--- config.mk ---
export PLATFORM = sky130hd
export DESIGN_NAME = fp_align_prep_flat
export DESIGN_NICKNAME = d
export VERILOG_FILES = /design/src/rtl/fp_align_prep_if.sv /design/src/rtl/fp_align_prep.sv /design/src/flat_wrapper.sv
export SDC_FILE = /design/constraint.sdc
export NUM_CORES = 1
export LEC_CHECK = 0
export ABC_AREA = 1
export CAP_MARGIN = 20
export CORE_ASPECT_RATIO = 1.25
export CORE_MARGIN = 3
export CORE_UTILIZATION = 56
export CTS_CLUSTER_DIAMETER = 40
export DETAILED_ROUTE_END_ITERATION = 7
export PLACE_DENSITY = 0.95
export SLEW_MARGIN = 0
export SYNTH_ARGS = -nofsm -noshare
export SYNTH_HDL_FRONTEND = slang
export SYNTH_SLANG_ARGS = --single-unit
--- constraint.sdc ---
create_clock -name clk -period 3.4 [get_ports clk]
set_input_delay 0.68 -clock clk [delete_from_list [all_inputs] [get_ports clk]]
set_output_delay 0.68 -clock clk [all_outputs]
set_load 0.02 [all_outputs]
--- src/rtl/fp_align_prep_if.sv ---
// fp_align_prep_if: operand-pair input and aligned-pair output handshakes of the fp32 pre-alignment stage.
interface fp_align_prep_if;
    logic        in_valid;
    logic        in_ready;
    logic [31:0] op_a;
    logic [31:0] op_b;
    logic        sub;
    logic        out_valid;
    logic        out_ready;
    logic [23:0] big_man;
    logic [23:0] small_man;
    logic [4:0]  shamt;
    logic [7:0]  exp_out;
    logic        sign_out;
    logic        eff_sub;
    logic        is_nan;
    logic        is_inf;

    modport master (
        output in_valid, op_a, op_b, sub, out_ready,
        input  in_ready, out_valid, big_man, small_man, shamt, exp_out, sign_out, eff_sub, is_nan, is_inf
    );

    modport slave (
        input  in_valid, op_a, op_b, sub, out_ready,
        output in_ready, out_valid, big_man, small_man, shamt, exp_out, sign_out, eff_sub, is_nan, is_inf
    );
endinterface

--- src/rtl/fp_align_prep.sv ---
// fp_align_prep: two-stage fp32 adder pre-alignment; unpacks operands, orders them by magnitude
// and produces the saturated shift amount for the downstream mantissa shifter.
module fp_align_prep #(
    parameter int SHAMT_MAX = 31
) (
    input logic           clk,
    input logic           rst,
    fp_align_prep_if.slave bus
);
    localparam logic [7:0] LP_MAX = 8'(SHAMT_MAX);

    logic        r_v1, r_sa, r_sb, r_nan_a, r_nan_b, r_inf_a, r_inf_b;
    logic [7:0]  r_ea, r_eb;
    logic [23:0] r_ma, r_mb;
    logic        r_v2, r_sign, r_eff_sub, r_is_nan, r_is_inf;
    logic [23:0] r_big_man, r_small_man;
    logic [4:0]  r_shamt;
    logic [7:0]  r_exp;
    logic        w_adv1, w_adv2, w_a_big, w_eff_sub, w_nan, w_inf, w_sign;
    logic [7:0]  w_diff;
    logic [4:0]  w_shamt;

    always_comb begin
        w_adv2    = !r_v2 | bus.out_ready;
        w_adv1    = !r_v1 | w_adv2;
        w_a_big   = {r_ea, r_ma} >= {r_eb, r_mb};
        w_diff    = w_a_big ? r_ea - r_eb : r_eb - r_ea;
        w_shamt   = w_diff > LP_MAX ? LP_MAX[4:0] : w_diff[4:0];
        w_eff_sub = r_sa ^ r_sb;
        w_nan     = r_nan_a | r_nan_b | (r_inf_a & r_inf_b & w_eff_sub);
        w_inf     = !w_nan & (r_inf_a | r_inf_b);
        // A non-NaN pair of infinities always agrees in sign, so either Inf operand's sign is correct.
        w_sign    = w_inf ? (r_inf_a ? r_sa : r_sb) : (w_a_big ? r_sa : r_sb);
    end

    always_ff @(posedge clk) begin
        if (rst) begin
            r_v1    <= 1'b0;
            r_sa    <= 1'b0;
            r_sb    <= 1'b0;
            r_ea    <= 8'd0;
            r_eb    <= 8'd0;
            r_ma    <= 24'd0;
            r_mb    <= 24'd0;
            r_nan_a <= 1'b0;
            r_nan_b <= 1'b0;
            r_inf_a <= 1'b0;
            r_inf_b <= 1'b0;
        end else if (w_adv1) begin
            r_v1 <= bus.in_valid;
            if (bus.in_valid) begin
                r_sa    <= bus.op_a[31];
                r_sb    <= bus.op_b[31] ^ bus.sub;
                r_ea    <= bus.op_a[30:23] == 8'd0 ? 8'd1 : bus.op_a[30:23];
                r_eb    <= bus.op_b[30:23] == 8'd0 ? 8'd1 : bus.op_b[30:23];
                r_ma    <= {bus.op_a[30:23] != 8'd0, bus.op_a[22:0]};
                r_mb    <= {bus.op_b[30:23] != 8'd0, bus.op_b[22:0]};
                r_nan_a <= (&bus.op_a[30:23]) & (|bus.op_a[22:0]);
                r_nan_b <= (&bus.op_b[30:23]) & (|bus.op_b[22:0]);
                r_inf_a <= (&bus.op_a[30:23]) & ~(|bus.op_a[22:0]);
                r_inf_b <= (&bus.op_b[30:23]) & ~(|bus.op_b[22:0]);
            end
        end
    end

    always_ff @(posedge clk) begin
        if (rst) begin
            r_v2        <= 1'b0;
            r_big_man   <= 24'd0;
            r_small_man <= 24'd0;
            r_shamt     <= 5'd0;
            r_exp       <= 8'd0;
            r_sign      <= 1'b0;
            r_eff_sub   <= 1'b0;
            r_is_nan    <= 1'b0;
            r_is_inf    <= 1'b0;
        end else if (w_adv2) begin
            r_v2 <= r_v1;
            if (r_v1) begin
                r_big_man   <= w_a_big ? r_ma : r_mb;
                r_small_man <= w_a_big ? r_mb : r_ma;
                r_shamt     <= w_shamt;
                r_exp       <= w_a_big ? r_ea : r_eb;
                r_sign      <= w_sign;
                r_eff_sub   <= w_eff_sub;
                r_is_nan    <= w_nan;
                r_is_inf    <= w_inf;
            end
        end
    end

    assign bus.in_ready  = w_adv1;
    assign bus.out_valid = r_v2;
    assign bus.big_man   = r_big_man;
    assign bus.small_man = r_small_man;
    assign bus.shamt     = r_shamt;
    assign bus.exp_out   = r_exp;
    assign bus.sign_out  = r_sign;
    assign bus.eff_sub   = r_eff_sub;
    assign bus.is_nan    = r_is_nan;
    assign bus.is_inf    = r_is_inf;
endmodule
--- src/flat_wrapper.sv ---
// flat-port wrapper written by rule: the top's interface ports become plain ports
module fp_align_prep_flat 
#(
    parameter int SHAMT_MAX = 31
)
  (clk, rst, bus_in_valid, bus_op_a, bus_op_b, bus_sub, bus_out_ready, bus_in_ready, bus_out_valid, bus_big_man, bus_small_man, bus_shamt, bus_exp_out, bus_sign_out, bus_eff_sub, bus_is_nan, bus_is_inf);
  fp_align_prep_if bus_i ();
  input logic clk;
  input logic rst;
  input wire logic [$bits(bus_i.in_valid)-1:0] bus_in_valid;
  input wire logic [$bits(bus_i.op_a)-1:0] bus_op_a;
  input wire logic [$bits(bus_i.op_b)-1:0] bus_op_b;
  input wire logic [$bits(bus_i.sub)-1:0] bus_sub;
  input wire logic [$bits(bus_i.out_ready)-1:0] bus_out_ready;
  output wire logic [$bits(bus_i.in_ready)-1:0] bus_in_ready;
  output wire logic [$bits(bus_i.out_valid)-1:0] bus_out_valid;
  output wire logic [$bits(bus_i.big_man)-1:0] bus_big_man;
  output wire logic [$bits(bus_i.small_man)-1:0] bus_small_man;
  output wire logic [$bits(bus_i.shamt)-1:0] bus_shamt;
  output wire logic [$bits(bus_i.exp_out)-1:0] bus_exp_out;
  output wire logic [$bits(bus_i.sign_out)-1:0] bus_sign_out;
  output wire logic [$bits(bus_i.eff_sub)-1:0] bus_eff_sub;
  output wire logic [$bits(bus_i.is_nan)-1:0] bus_is_nan;
  output wire logic [$bits(bus_i.is_inf)-1:0] bus_is_inf;
  assign bus_i.in_valid = bus_in_valid;
  assign bus_i.op_a = bus_op_a;
  assign bus_i.op_b = bus_op_b;
  assign bus_i.sub = bus_sub;
  assign bus_i.out_ready = bus_out_ready;
  assign bus_in_ready = bus_i.in_ready;
  assign bus_out_valid = bus_i.out_valid;
  assign bus_big_man = bus_i.big_man;
  assign bus_small_man = bus_i.small_man;
  assign bus_shamt = bus_i.shamt;
  assign bus_exp_out = bus_i.exp_out;
  assign bus_sign_out = bus_i.sign_out;
  assign bus_eff_sub = bus_i.eff_sub;
  assign bus_is_nan = bus_i.is_nan;
  assign bus_is_inf = bus_i.is_inf;
  fp_align_prep #(.SHAMT_MAX(SHAMT_MAX)) u_core (.clk(clk), .rst(rst), .bus(bus_i));
endmodule
After elaboration in Yosys (flattened, before gate mapping). Cells that the tools add are included. W data, S select, Z words.

Bitwise logic cells: 16. Multiplexer cells: 10. $lt $le $gt $ge: 2. Reductions and logical operators: 13. Add/sub/neg operators: 2.

Operators with widths (number): $mux W24 (2); $reduce_or A23 Y1 (2); $ge A32 B32 Y1 (1); $mux W8 (4); $logic_not A8 Y1 (2); $reduce_and A8 Y1 (2); $reduce_bool A8 Y1 (2); $sub A8 B8 Y8 (2); $gt A8 B5 Y1 const B (1); $and A1 B1 Y1 (7); $mux W5 (1); $or A1 B1 Y1 (5); $reduce_and A2 Y1 (2); $logic_not A1 Y1 (3); $mux W1 (3); $not A1 Y1 (2); $xor A1 B1 Y1 (2).

Word-level logic and storage cells: 63. Register bits: 137. Output and inout port bits: 67. Bits of input ports: 69.

Logic depth before layout (Yosys ltp).
Depth in word-level cells: 6. Mapped depth: 18. Depth with buffers taken out: 17.

Least setup slack after synthesis. Ideal clock, no wire load.

Path kind: input-to-reg. Start: input port bus_out_ready. End: register u_core.r_mb[14]. Arrival time: 1.833 ns. Stages: 6. Setup slack: 1.438 ns. Data required time: 3.272 ns. Library setup time: 0.128 ns. Path buffers: 2. Path through: inv_1 > nand3_1 > nand2_1 > clkbuf_1 > clkbuf_1 > a21oi_1.

Word-level cells in the longest chain between the ends: 3.

RTL lines: start: declaration (line flat_wrapper.sv:14) `input wire logic [$bits(bus_i.out_ready)-1:0] bus_out_ready;`; $or A1 B1 Y1 (line fp_align_prep.sv:24) `w_adv2 = !r_v2 | bus.out_ready;`; $or A1 B1 Y1 (line fp_align_prep.sv:25) `w_adv1 = !r_v1 | w_adv2;`; net bus_in_ready (line flat_wrapper.sv:15) `output wire logic [$bits(bus_i.in_ready)-1:0] bus_in_ready;`; $reduce_and A2 Y1 (no line); end signal: assignment (line fp_align_prep.sv:57) `r_mb <= {bus.op_b[30:23] != 8'd0, bus.op_b[22:0]};`; end: declaration (line fp_align_prep.sv:14) `logic [23:0] r_ma, r_mb;`.

The timed path passes the listed nets, and every way through them passes these cells. A chain may end at the register's enable or synchronous reset.

Worst setup path in the final report.
Start: input port bus_out_ready. End: output port bus_in_ready.

Word-level cells in the longest chain between the ends: 2.

RTL lines (line): $or A1 B1 Y1 (fp_align_prep.sv:24); $or A1 B1 Y1 (fp_align_prep.sv:25); end: declaration (flat_wrapper.sv:15).

Every way passes these cells.

==> flow_summary.ini <==
[synthesis]
synth_area_per_cell_um2 = 7.03
yosysTopAreaCellShare_pct = 39.6
synth_warnings = 0
syn_inst = 985
synthTopCellsByArea = dfxtp_1 (40%), nand2_1 (11%), a21oi_1 (10%), nand3_1 (9.5%), ha_1 (7.0%)
synth.largest_area_cell = dfxtp_1
ys_ff_latch = 137
ys_types = 29
synth_edf_count = 0
synthArstFlopShare_pct = 0
seq_area_frac_synth_pct = 39.6
synth_flop_cell = dfxtp_1
synth.net_count = 1095
synthesis.area_um2 = 6930

[clock_tree]
cts.path.max_buffers = 2
cts-buffers-inserted = 17
clkSinkCount = 137
clock_tree.root_cell = clkbuf_16
hold_buffers = 0
clk_pin_slew_ns = 0.06
worstSkewPairLatency_ns = 0.43
cts_htree_levels = 4
cts_tree = built
cts_setup_buffers = 0
post_cts_resized = 0

[drt]
drt-wirelength-per-cell_um = 16.2
dr_total_vias = 7421
first_pass_iters = 5
drt_iter0_markers = 611
post_drt_via_cell_ratio = 5.87
drc = 0
ant_nets = 0
wirelength_um = 20400

[sta]
setup_viol_count_final = 0
worstMarginPinSlew_ns = 0.701
hold_viol = 0
rsz0062_at_grt = false
max_freq_mhz = 358
finalCritPeriodShare_pct = 82.2
fin_hold_ws_ns = 0.464
fin_setup_tns_ns = 0
relSlewSlack_pct = 53.2
period_minus_slack_ns = 2.79
finalClockSkew_ns = 0.0111
slew_violations = 0

[outcome]
status = complete, no violations

[critical_path]
r2r-start = u_core.r_eb[3]
worstPathArrival_ns = 2.11
critPathKind = primary input to output pin
startpoint_type = primary input
crit_fanout = 3
end_kind = output pin
cp.required_ns = 2.72
cp-startpoint = bus_out_ready

[cells_and_area]
stdcell_count = 1264
final_nets = 1200
multi_input_area_um2 = 3570
utilization_pct = 75.4
n_fill_cell = 835
stdcell_area_um2 = 8920
drive_above_1_share_pct = 4.71
syn2layout_area_growth_pct = 28.8
seq_area_um2 = 2740
diodes = 0

[die]
design.die.area_um2 = 13700
initial_utilization_pct = 58.5
rows = 44
die_y_um = 130
coreArea_um2 = 11800
fp.dieW_um = 105
ios = 136

[global_route]
grt_max_degree = 66
grtUsageTotal_pct = 29.7
antenna_found_initial = 0
grt_pass1_wl_um = 33000
overflow = 0
grt_pass1_vias = 7080

[placement]
place_area_um2 = 8340
hpwl_um = 13700
gp_congestion = 0.918
place_inst = 1232
port-buffer-count = 135

[min_path]
holdCritPathClass = flop to flop
hp-start = u_core.bus.big_man[12]

[power]
p_leak_nw = 3.78
ir_worst_vdd_v = 0.000356
p_per_area_nw_per_um2 = 538

[flow_run]
maxCapViolations = 0
## cell type report
class                      instances  share of cell area (%)
tap                              161                    2.26
timing repair buffer             148                    16.3
sequential                       137                    30.7
clock buffer                      18                    4.81
inverter                          99                    4.17
clock inverter                    14                    1.68
multi-input combinational        687                    40.0
## final timing paths
check	slack [ns]	to	cells past startpoint
worst max register to register	0.70	u_core.bus.shamt[1]	12
worst max-delay path	0.61	bus_in_ready	4
worst min-delay path	0.46	u_core.bus.big_man[12]	2
worst min register to register	0.46	u_core.bus.big_man[12]	2
## logic make-up after synthesis
logic type	Yosys count	synth area share, %
simple gates	408	25.7
compound gates	230	17.0
buf+inv	161	9.01
flops	137	39.6
xor+xnor	8	1.01
fa+ha+maj	41	7.62
## per-layer routing
| layer | routed length (um) | track usage (%) |
|---|---|---|
| met1 | 7770 | 33.9 |
| met2 | 10100 | 52.0 |
| met3 | 1540 | 5.49 |
| met4 | 1020 | 17.3 |
| met5 | 0 | 0 |
## through the flow
stage / worst slack [ns] / power, W
floorplan: 1.44 / 0.00258
global placement: 0.607 / 0.00292
detailed placement: 0.636 / 0.00297
CTS: 0.607 / 0.00477
global route: 0.481 / 0.00502
finish: 0.606 / 0.00480
## cell usage after synthesis (all sizes together) (3+ instances only)
cell type / instances
a21oi: 146
buf: 19
clkbuf: 43
dfxtp: 137
ha: 39
inv: 99
nand2: 210
nand3: 131
nand3b: 3
nand4: 11
nor2: 33
nor3: 6
nor4: 14
o21ai: 78
xor2: 7
## cells in the final DEF (no fill, tap or decap), types with 2 or more instances in the layout
cell type / instances
clkinv_4: 5
inv_1: 97
bufinv_16: 2
xor2_1: 7
clkinv_2: 3
fa_1: 2
clkdlybuf4s50_1: 134
nand3b_1: 3
clkbuf_16: 17
ha_1: 39
dfxtp_1: 137
o21ai_0: 77
nand3_1: 131
nand2_1: 206
nor3_1: 6
nand4_1: 11
nor4_1: 14
o221ai_1: 2
a21oi_1: 145
clkinvlp_4: 3
inv_2: 2
nor2_1: 33
nand2_2: 3
buf_4: 12
## registers in the layout (all words and copies together) (netlist names)
register              cells
u_core.bus.big_man       24
u_core.bus.small_man     24
u_core.r_ma              24
u_core.r_mb              24
u_core.bus.exp_out        8
u_core.r_ea               8
u_core.r_eb               8
u_core.bus.shamt          5
u_core.bus.eff_sub        1
u_core.bus.is_inf         1
u_core.bus.is_nan         1
u_core.bus.out_valid      1
u_core.bus.sign_out       1
u_core.r_inf_a            1
u_core.r_inf_b            1
u_core.r_nan_a            1
u_core.r_nan_b            1
u_core.r_sa               1
u_core.r_sb               1
u_core.r_v1               1
## worst max-delay path, stage by stage
cell and delay, ns:
clkdlybuf4s50_1 0.51, inv_1 0.07, nand3_1 0.20, clkdlybuf4s50_1 0.66
## power by group
part / total [W] / switching [W] / internal, W
logic: 0.00119 / 0.000722 / 0.000466
registers: 0.00179 / 0.0000610 / 0.00172
clock network: 0.00182 / 0.000741 / 0.00108
Power figures use the tool's default switching activity.
